<file path="src/rtl/lsu_port1_ctrl_pkg.sv">
// Shared definitions for the port-1 load/store unit: op encodings, FSM states,
// default widths and the size/alignment helper.
package lsu_port1_ctrl_pkg;

    localparam int LSU_ADDR_W  = 32;
    localparam int LSU_XLEN    = 64;
    localparam int LSU_TIMEOUT = 64;

    typedef enum logic [2:0] {
        OP_B  = 3'd0,
        OP_H  = 3'd1,
        OP_W  = 3'd2,
        OP_D  = 3'd3,
        OP_BU = 3'd4,
        OP_HU = 3'd5,
        OP_WU = 3'd6
    } lsu_op_e;

    typedef enum logic [1:0] {
        IDLE  = 2'd0,
        WAIT  = 2'd1,
        DONE  = 2'd2,
        DRAIN = 2'd3
    } lsu_state_e;

    // Access size lives in op[1:0]; op=7 therefore falls into the D class.
    function automatic logic is_misaligned(input logic [2:0] op, input logic [2:0] off);
        case (op[1:0])
            2'd1:    return off[0];
            2'd2:    return |off[1:0];
            2'd3:    return |off;
            default: return 1'b0;
        endcase
    endfunction

endpackage

</file>
<file path="src/rtl/lsu_port1_ctrl_align.sv">
// Combinational lane logic: byte mask and write-data shift for the request,
// byte-lane extraction and sign/zero extension for the response.
module lsu_align
    import lsu_port1_ctrl_pkg::*;
#(
    parameter int XLEN = LSU_XLEN
) (
    input  logic [2:0]        req_off,
    input  logic [2:0]        req_op,
    input  logic [XLEN-1:0]   wdata,
    output logic [XLEN/8-1:0] mask,
    output logic [XLEN-1:0]   wdata_sh,
    input  logic [2:0]        resp_off,
    input  logic [2:0]        resp_op,
    input  logic [XLEN-1:0]   rdata,
    output logic [XLEN-1:0]   rdata_ext
);

    localparam int MASK_W = XLEN / 8;

    logic [MASK_W-1:0] base;
    logic [XLEN-1:0]   sh;

    always_comb begin
        base = '0;
        case (req_op[1:0])
            2'd0:    base = MASK_W'(8'h01);
            2'd1:    base = MASK_W'(8'h03);
            2'd2:    base = MASK_W'(8'h0F);
            default: base = '1;
        endcase
    end

    assign mask     = base << req_off;
    assign wdata_sh = wdata << {req_off, 3'b000};
    assign sh       = rdata >> {resp_off, 3'b000};

    always_comb begin
        rdata_ext = sh;
        case (resp_op)
            OP_B:    rdata_ext = {{(XLEN-8){sh[7]}}, sh[7:0]};
            OP_H:    rdata_ext = {{(XLEN-16){sh[15]}}, sh[15:0]};
            OP_W:    rdata_ext = {{(XLEN-32){sh[31]}}, sh[31:0]};
            OP_BU:   rdata_ext = {{(XLEN-8){1'b0}}, sh[7:0]};
            OP_HU:   rdata_ext = {{(XLEN-16){1'b0}}, sh[15:0]};
            OP_WU:   rdata_ext = {{(XLEN-32){1'b0}}, sh[31:0]};
            default: rdata_ext = sh;
        endcase
    end

endmodule

</file>
<file path="src/rtl/lsu_port1_ctrl.sv">
// Load/store unit for memory port 1: one outstanding access, alignment checks,
// response timeout and flush draining, with a stall back to the MEM stage.
module lsu_port1_ctrl
    import lsu_port1_ctrl_pkg::*;
#(
    parameter int ADDR_W  = LSU_ADDR_W,
    parameter int XLEN    = LSU_XLEN,
    parameter int TIMEOUT = LSU_TIMEOUT
) (
    input  logic              clock,
    input  logic              reset,
    input  logic              io_in_valid,
    input  logic [ADDR_W-1:0] io_in_bits_addr,
    input  logic [XLEN-1:0]   io_in_bits_wdata,
    input  logic [2:0]        io_in_bits_op,
    input  logic              io_in_bits_isload,
    input  logic              io_in_bits_isstore,
    input  logic              io_flush,
    output logic              io_stall,
    output logic              io_out_valid,
    output logic [XLEN-1:0]   io_out_bits_rdata,
    output logic              io_misaligned,
    output logic              io_timeout,
    output logic              io_mem_req_valid,
    output logic [ADDR_W-1:0] io_mem_req_bits_addr,
    output logic [XLEN/8-1:0] io_mem_req_bits_mask,
    output logic [2:0]        io_mem_req_bits_op,
    output logic [XLEN-1:0]   io_mem_req_bits_wdata,
    output logic              io_mem_req_bits_memen,
    output logic              io_mem_req_bits_wen,
    input  logic              io_mem_resp_valid,
    input  logic [XLEN-1:0]   io_mem_resp_bits_rdata
);

    localparam int CNT_W = $clog2(TIMEOUT) + 1;

    lsu_state_e        state, state_nxt;
    logic [CNT_W-1:0]  cnt;
    logic              tmo_q;
    logic [ADDR_W-1:0] addr_q;
    logic [2:0]        off_q;
    logic [2:0]        op_q;
    logic [XLEN/8-1:0] mask_q;
    logic [XLEN-1:0]   wdata_q;
    logic              wen_q;
    logic              memen_q;
    logic [XLEN-1:0]   rdata_q;

    logic              access;
    logic              mis;
    logic              issue;
    logic              capture;
    logic              tmo_hit;
    logic              mis_pulse;
    logic              stall;
    logic [XLEN/8-1:0] mask_in;
    logic [XLEN-1:0]   wdata_in;
    logic [XLEN-1:0]   rdata_ext;

    assign access = io_in_valid & (io_in_bits_isload | io_in_bits_isstore);
    assign mis    = is_misaligned(io_in_bits_op, io_in_bits_addr[2:0]);

    lsu_align #(.XLEN(XLEN)) u_align (
        .req_off   (io_in_bits_addr[2:0]),
        .req_op    (io_in_bits_op),
        .wdata     (io_in_bits_wdata),
        .mask      (mask_in),
        .wdata_sh  (wdata_in),
        .resp_off  (off_q),
        .resp_op   (op_q),
        .rdata     (io_mem_resp_bits_rdata),
        .rdata_ext (rdata_ext)
    );

    always_comb begin
        state_nxt = state;
        issue     = 1'b0;
        capture   = 1'b0;
        tmo_hit   = 1'b0;
        mis_pulse = 1'b0;
        stall     = 1'b0;
        case (state)
            IDLE: begin
                if (access && !io_flush) begin
                    if (mis) begin
                        mis_pulse = 1'b1;
                    end else begin
                        issue     = 1'b1;
                        stall     = 1'b1;
                        state_nxt = WAIT;
                    end
                end
            end
            WAIT: begin
                stall = 1'b1;
                // A response arriving with the flush is simply dropped; nothing left to drain.
                if (io_flush) begin
                    state_nxt = io_mem_resp_valid ? IDLE : DRAIN;
                end else if (io_mem_resp_valid) begin
                    capture   = 1'b1;
                    state_nxt = DONE;
                end else if (cnt == CNT_W'(TIMEOUT - 1)) begin
                    tmo_hit   = 1'b1;
                    stall     = 1'b0;
                    state_nxt = IDLE;
                end
            end
            DONE: begin
                state_nxt = IDLE;
            end
            DRAIN: begin
                stall = io_in_valid;
                if (io_mem_resp_valid) begin
                    state_nxt = IDLE;
                end
            end
            default: state_nxt = IDLE;
        endcase
    end

    always_ff @(posedge clock) begin
        if (reset) begin
            state   <= IDLE;
            cnt     <= '0;
            tmo_q   <= 1'b0;
            addr_q  <= '0;
            off_q   <= '0;
            op_q    <= '0;
            mask_q  <= '0;
            wdata_q <= '0;
            wen_q   <= 1'b0;
            memen_q <= 1'b0;
        end else begin
            state <= state_nxt;
            cnt   <= (state == WAIT) ? cnt + CNT_W'(1) : '0;
            if (tmo_hit) begin
                tmo_q <= 1'b1;
            end
            if (issue) begin
                addr_q  <= {io_in_bits_addr[ADDR_W-1:3], 3'b000};
                off_q   <= io_in_bits_addr[2:0];
                op_q    <= io_in_bits_op;
                mask_q  <= mask_in;
                wdata_q <= wdata_in;
                wen_q   <= io_in_bits_isstore;
                memen_q <= 1'b1;
            end
        end
    end

    // Load result is only visible while in DONE, so it needs no reset.
    always_ff @(posedge clock) begin
        if (capture) begin
            rdata_q <= wen_q ? '0 : rdata_ext;
        end
    end

    assign io_stall              = stall;
    assign io_misaligned         = mis_pulse;
    assign io_timeout            = tmo_q | tmo_hit;
    assign io_out_valid          = (state == DONE);
    assign io_out_bits_rdata     = (state == DONE) ? rdata_q : '0;
    assign io_mem_req_valid      = issue;
    assign io_mem_req_bits_addr  = issue ? {io_in_bits_addr[ADDR_W-1:3], 3'b000} : addr_q;
    assign io_mem_req_bits_mask  = issue ? mask_in : mask_q;
    assign io_mem_req_bits_op    = issue ? io_in_bits_op : op_q;
    assign io_mem_req_bits_wdata = issue ? wdata_in : wdata_q;
    assign io_mem_req_bits_memen = issue | memen_q;
    assign io_mem_req_bits_wen   = issue ? io_in_bits_isstore : wen_q;

endmodule

</file>
<file path="config.mk">
export PLATFORM = sky130hd
export DESIGN_NAME = lsu_port1_ctrl
export DESIGN_NICKNAME = d
export VERILOG_FILES = /design/src/rtl/lsu_port1_ctrl_pkg.sv /design/src/rtl/lsu_port1_ctrl_align.sv /design/src/rtl/lsu_port1_ctrl.sv
export SDC_FILE = /design/constraint.sdc
export NUM_CORES = 1
export LEC_CHECK = 0
export ABC_CLOCK_PERIOD_IN_PS = 3100
export CAP_MARGIN = 10
export CORE_UTILIZATION = 49
export CTS_CLUSTER_DIAMETER = 200
export DETAILED_ROUTE_END_ITERATION = 16
export PLACE_DENSITY = 0.92
export SYNTH_ARGS = -nofsm -noshare
export SYNTH_HDL_FRONTEND = slang
export SYNTH_HIERARCHICAL = 1
export SYNTH_SLANG_ARGS = --single-unit
</file>
<file path="constraint.sdc">
create_clock -name clock -period 3.1 [get_ports clock]
set_clock_uncertainty 0.1 [all_clocks]
set_input_delay 0.31 -clock clock [delete_from_list [all_inputs] [get_ports clock]]
set_output_delay 0.31 -clock clock [all_outputs]
set_load 0.05 [all_outputs]
</file>
==> impl.org <==
** Run status
- Result of the run :: finished, final reports clean

** Worst setup path
- The worst setup path is of the register to primary output kind.
- Reg2reg path depth :: 7
- Required @ worst endpoint :: 2690 ps
- Count of buffer and inverter cells on the critical path :: 3
- Critical Path, Cell by Cell :: or4b_4, a2111o_2, buf_12, clkbuf_16, mux2_4, buf_4
- Critical path arrival :: 2640 ps
- Crit. path cell count :: 6
- Kind of start point of the critical path :: register
- Among cell families on the critical path, the largest total delay comes from simple AND/OR/NAND/NOR gates.
- The largest single stage delay on the critical path is 570 ps.
- STA classifies the critical path endpoint as a primary output.
- Among all stages on the critical path, the largest delay is contributed by or4b_4.
- Maximum fanout along the worst path :: 11

** Timing
- Across all setup checks in the final design, the least slack found is 52.84 ps.
- Count of final max-slew check failures :: 0
- Maximum frequency from static timing analysis :: 328.2 MHz
- Summed negative setup slack over all endpoints :: 0 ps
- Of the available clock period, the critical path in the final layout requires 0.9830.
- WHS :: 135.0 ps
- Measured slew at the worst slew-check pin :: 648.5 ps
- Setup Viol. Count Final :: 0
- Headroom to the max-slew limit came out at 0.5661.
- Number of hold violations in the final report :: 0
- Final Critical Period :: 3047 ps

** Logic synthesis
- Fraction of the mapped netlist area in adder cells :: 0.004177
- Area fraction in and, or, nand and nor cells after synthesis :: 0.2358
- For this run, the register share of the synthesized area comes to 0.3642.
- Number of warning messages in the yosys log :: 6
- Fraction of post-synthesis cell area in the top cell type by area :: 0.2038
- Average footprint of a synthesized cell :: 10.10 um^2
- Of the total synthesized cell area, the portion taken by XOR and XNOR cells is 0.003655.
- Fraction of registers with async set/reset :: 0
- The synthesized design spends more area on one cell type than any other, namely dfxtp_1.
- Total standard cell area after synthesis :: 11980 um^2
- The portion of synthesized area spent on multiplexers is 0.2814.
- Library cells used by synthesis :: 53
- Most area-consuming cells after synthesis :: dfxtp_1, edfxtp_1, nor2b_1, mux4_2, mux2_2
- When the netlist entered floorplanning its net count stood at 1360.
- Sorting the synthesized cells by how often they occur yields nor2b_1, dfxtp_1, and2_1.
- Synthesis handed over a netlist of 1186 instances.
- Primary FF master, synth :: dfxtp_1
- Synthesis inferred 186 register bits.
- Most used standard cell by instance count after synthesis :: nor2b_1
- The area fraction in compound gates after synthesis came to 0.05785.
- Main combinational cell family by area after synthesis :: multiplexers
- The synthesized design contains 64 enable-type register cells.

** Clock tree
- Maximum root-to-sink buffer count :: 2
- Clock-pin slew was measured on the worst setup and hold paths at 70 ps.
- CTS H-Tree Depth :: 4
- CTS root buf :: clkbuf_16
- Hold buffer count at CTS :: 0
- Sinks on Clock Net :: 186
- Clock latency on the worst-skew pair :: 430 ps
- TritonCTS created 17 clock buffers.
- TritonCTS built the clock tree.

** Power
- IR analysis of the VDD net gives a maximum drop of 305.4 uV.
- Share of power burned in registers :: 0.410
- Net switching share of the total power :: 0.3062
- Switching power of the nets :: 1.944 mW
- Internal power contribution :: 4.406 mW
- The share of total power dissipated in combinational logic is 0.251.
- Portion of total power attributed to the clock network :: 0.338
- In this run the static leakage power is 6.781 nW.
- Power spread over the standard cell area amounts to 379.5 nW/um^2.

** Placed design
- Placed standard-cell area :: 16010 um^2
- Count of input and output buffers :: 347
- Detailed placer's ending HPWL :: 29.01 mm
- At the end of routability-driven placement, the weighted congestion stood at 1.022.
- Post-placement setup slack :: 93.59 ps

** Layout
- The final layout contains 1671 nets.
- Summing all multi-input logic gate instances after layout gives 7005 um^2.
- After routing the design area is 16730 um^2.
- Ratio of cells with drive above 1 in the final layout :: 0.2642
- Register Area :: 4368 um^2
- Compared with the post-synthesis result, the final layout area differs by 39.64%.
- Fill count :: 1644

** Floorplan
- The floorplan step set the die height to 158.4 um.
- Placeable core region :: 23750 um^2
- The die is 158.4 um wide.
- Num ports :: 348
- The die covers 25080 um^2.
- Starting Density :: 0.5045
- Number of standard-cell rows in the floorplan :: 56

** Drt
- The first detailed-routing pass ran for 5 iterations.
- After detailed routing, the number of remaining DRC violations is 0.
- Total vias in the final route :: 10560
- Drt first-iter violations :: 728
- Via-to-Cell Ratio :: 5.768
- Total routed wirelength :: 40.01 mm
- Detail-routed net length per standard cell :: 21.86 um
- Once detail routing completed, the nets flagged for antenna violations numbered 0.

** Global routing
- Entering global routing, the biggest net connects 66 pins.
- For this run the aggregate overflow at the end of global routing stands at 0.
- The number of antenna violations at the first check in global routing was 2.
- Number of global-route vias before repair :: 10200
- The first global-routing pass estimated 57.38 mm of wire.
- For this run, the total global-route usage over all layers was measured as 0.3049.

** Worst hold path
- Along the worst hold path, the cell count comes to 3.
- The min-delay analysis places its worst path in the category primary input to register.

** Job
- Number of maximum-capacitance constraint violations :: 0
[layout by cell type (no fill, tap or decap), drive strengths merged, types with 3 or more instances in the layout]
cell type and n:
a21oi 30, a22oi 3, and2 95, and3 11
buf 169, clkbuf 22, clkdlybuf4s50 222, clkinv 4
dfxtp 122, edfxtp 64, ha 4, inv 26
mux2 131, mux2i 68, mux4 45, nand2 76
nand3 19, nand4 34, nor2 68, nor2b 181
nor3 4, o21ai 43, o22ai 19, o2bb2ai 8
or2 12, xnor2 3
[worst reg2reg max path, cell delays in order, from the launching register on]
cell and delay (ps):
dfxtp_2 590, buf_4 280, buf_4 310, mux4_2 340, and2_0 190, o21ai_0 160
nand3_1 90, nor2b_1 150
[per-layer routing]
metal / wire [um] / vias up / global-route usage
met3: 4020 / 109 / 0.08356
met5: 13 / - / 0
met4: 2143 / 2 / 0.1781
met2: 19850 / 678 / 0.5274
li1: - / 4783 / -
met1: 13980 / 4984 / 0.3347
[timing repair]
action / CTS / global route
resized for setup: 0 / 3
endpoints found under the setup margin: 2 / 102
pin swaps: 0 / 1
setup buffers: 0 / 1
cloned: 0 / 7
[power by group through the flow]
| stage | logic (mW) | registers [mW] | clock network (mW) |
|---|---|---|---|
| 6_report | 1.60 | 2.60 | 2.15 |
| 5_1_grt | 1.68 | 2.61 | 2.27 |
| 4_1_cts | 1.56 | 2.60 | 2.17 |
| 3_5_place_dp | 1.54 | 2.66 | 0 |
| 3_3_place_gp | 1.52 | 2.66 | 0 |
| 2_1_floorplan | 0.924 | 2.65 | 0 |
[stage by stage]
step | util | std cells | power, mW
floorplan | - | 1186 | 3.572
global placement | 0.6740 | 1789 | 4.181
detailed placement | 0.6740 | 1789 | 4.205
CTS | 0.6973 | 1821 | 6.334
global route | 0.7044 | 1830 | 6.560
finish | 0.7044 | 1830 | 6.350
[layout make-up]
class | instances | share of cell area
Antenna cell | 1 | 0.0001496
Clock buffer | 18 | 0.02565
Clock inverter | 14 | 0.007478
Inverter | 17 | 0.003814
Multi-Input combinational cell | 880 | 0.4187
Sequential cell | 186 | 0.2610
Tap cell | 319 | 0.02385
Timing Repair Buffer | 395 | 0.2593
[flip-flops by register name, summed over array words and instances (netlist names), 2 cells and up]
| register | count |
|---|---|
| cnt | 7 |
| op_q | 3 |
| off_q | 3 |
| state | 2 |
| addr_q | 32 |
| mask_q | 8 |
| rdata_q | 64 |
| wdata_q | 64 |
[path summary, 6_finish.rpt]
path                      startpoint                        to  slack [ps]
hold reg to reg               cnt[0]                    cnt[0]         340
setup reg to reg            off_q[1]               rdata_q[28]         650
setup / recovery            state[0]  io_mem_req_bits_addr[30]          50
hold / removal    io_in_bits_addr[2]                  off_q[2]         140
[logic make-up (layout without fill, tap and decap cells)]
kind of cell,Yosys count,after routing
mux,244,244
fa+ha+maj,4,4
flops,186,186
simple gates,509,509
buf+inv,121,444
compound gates,117,118
xor+xnor,5,5
other cells,0,1
Power figures use the tool's default switching activity.
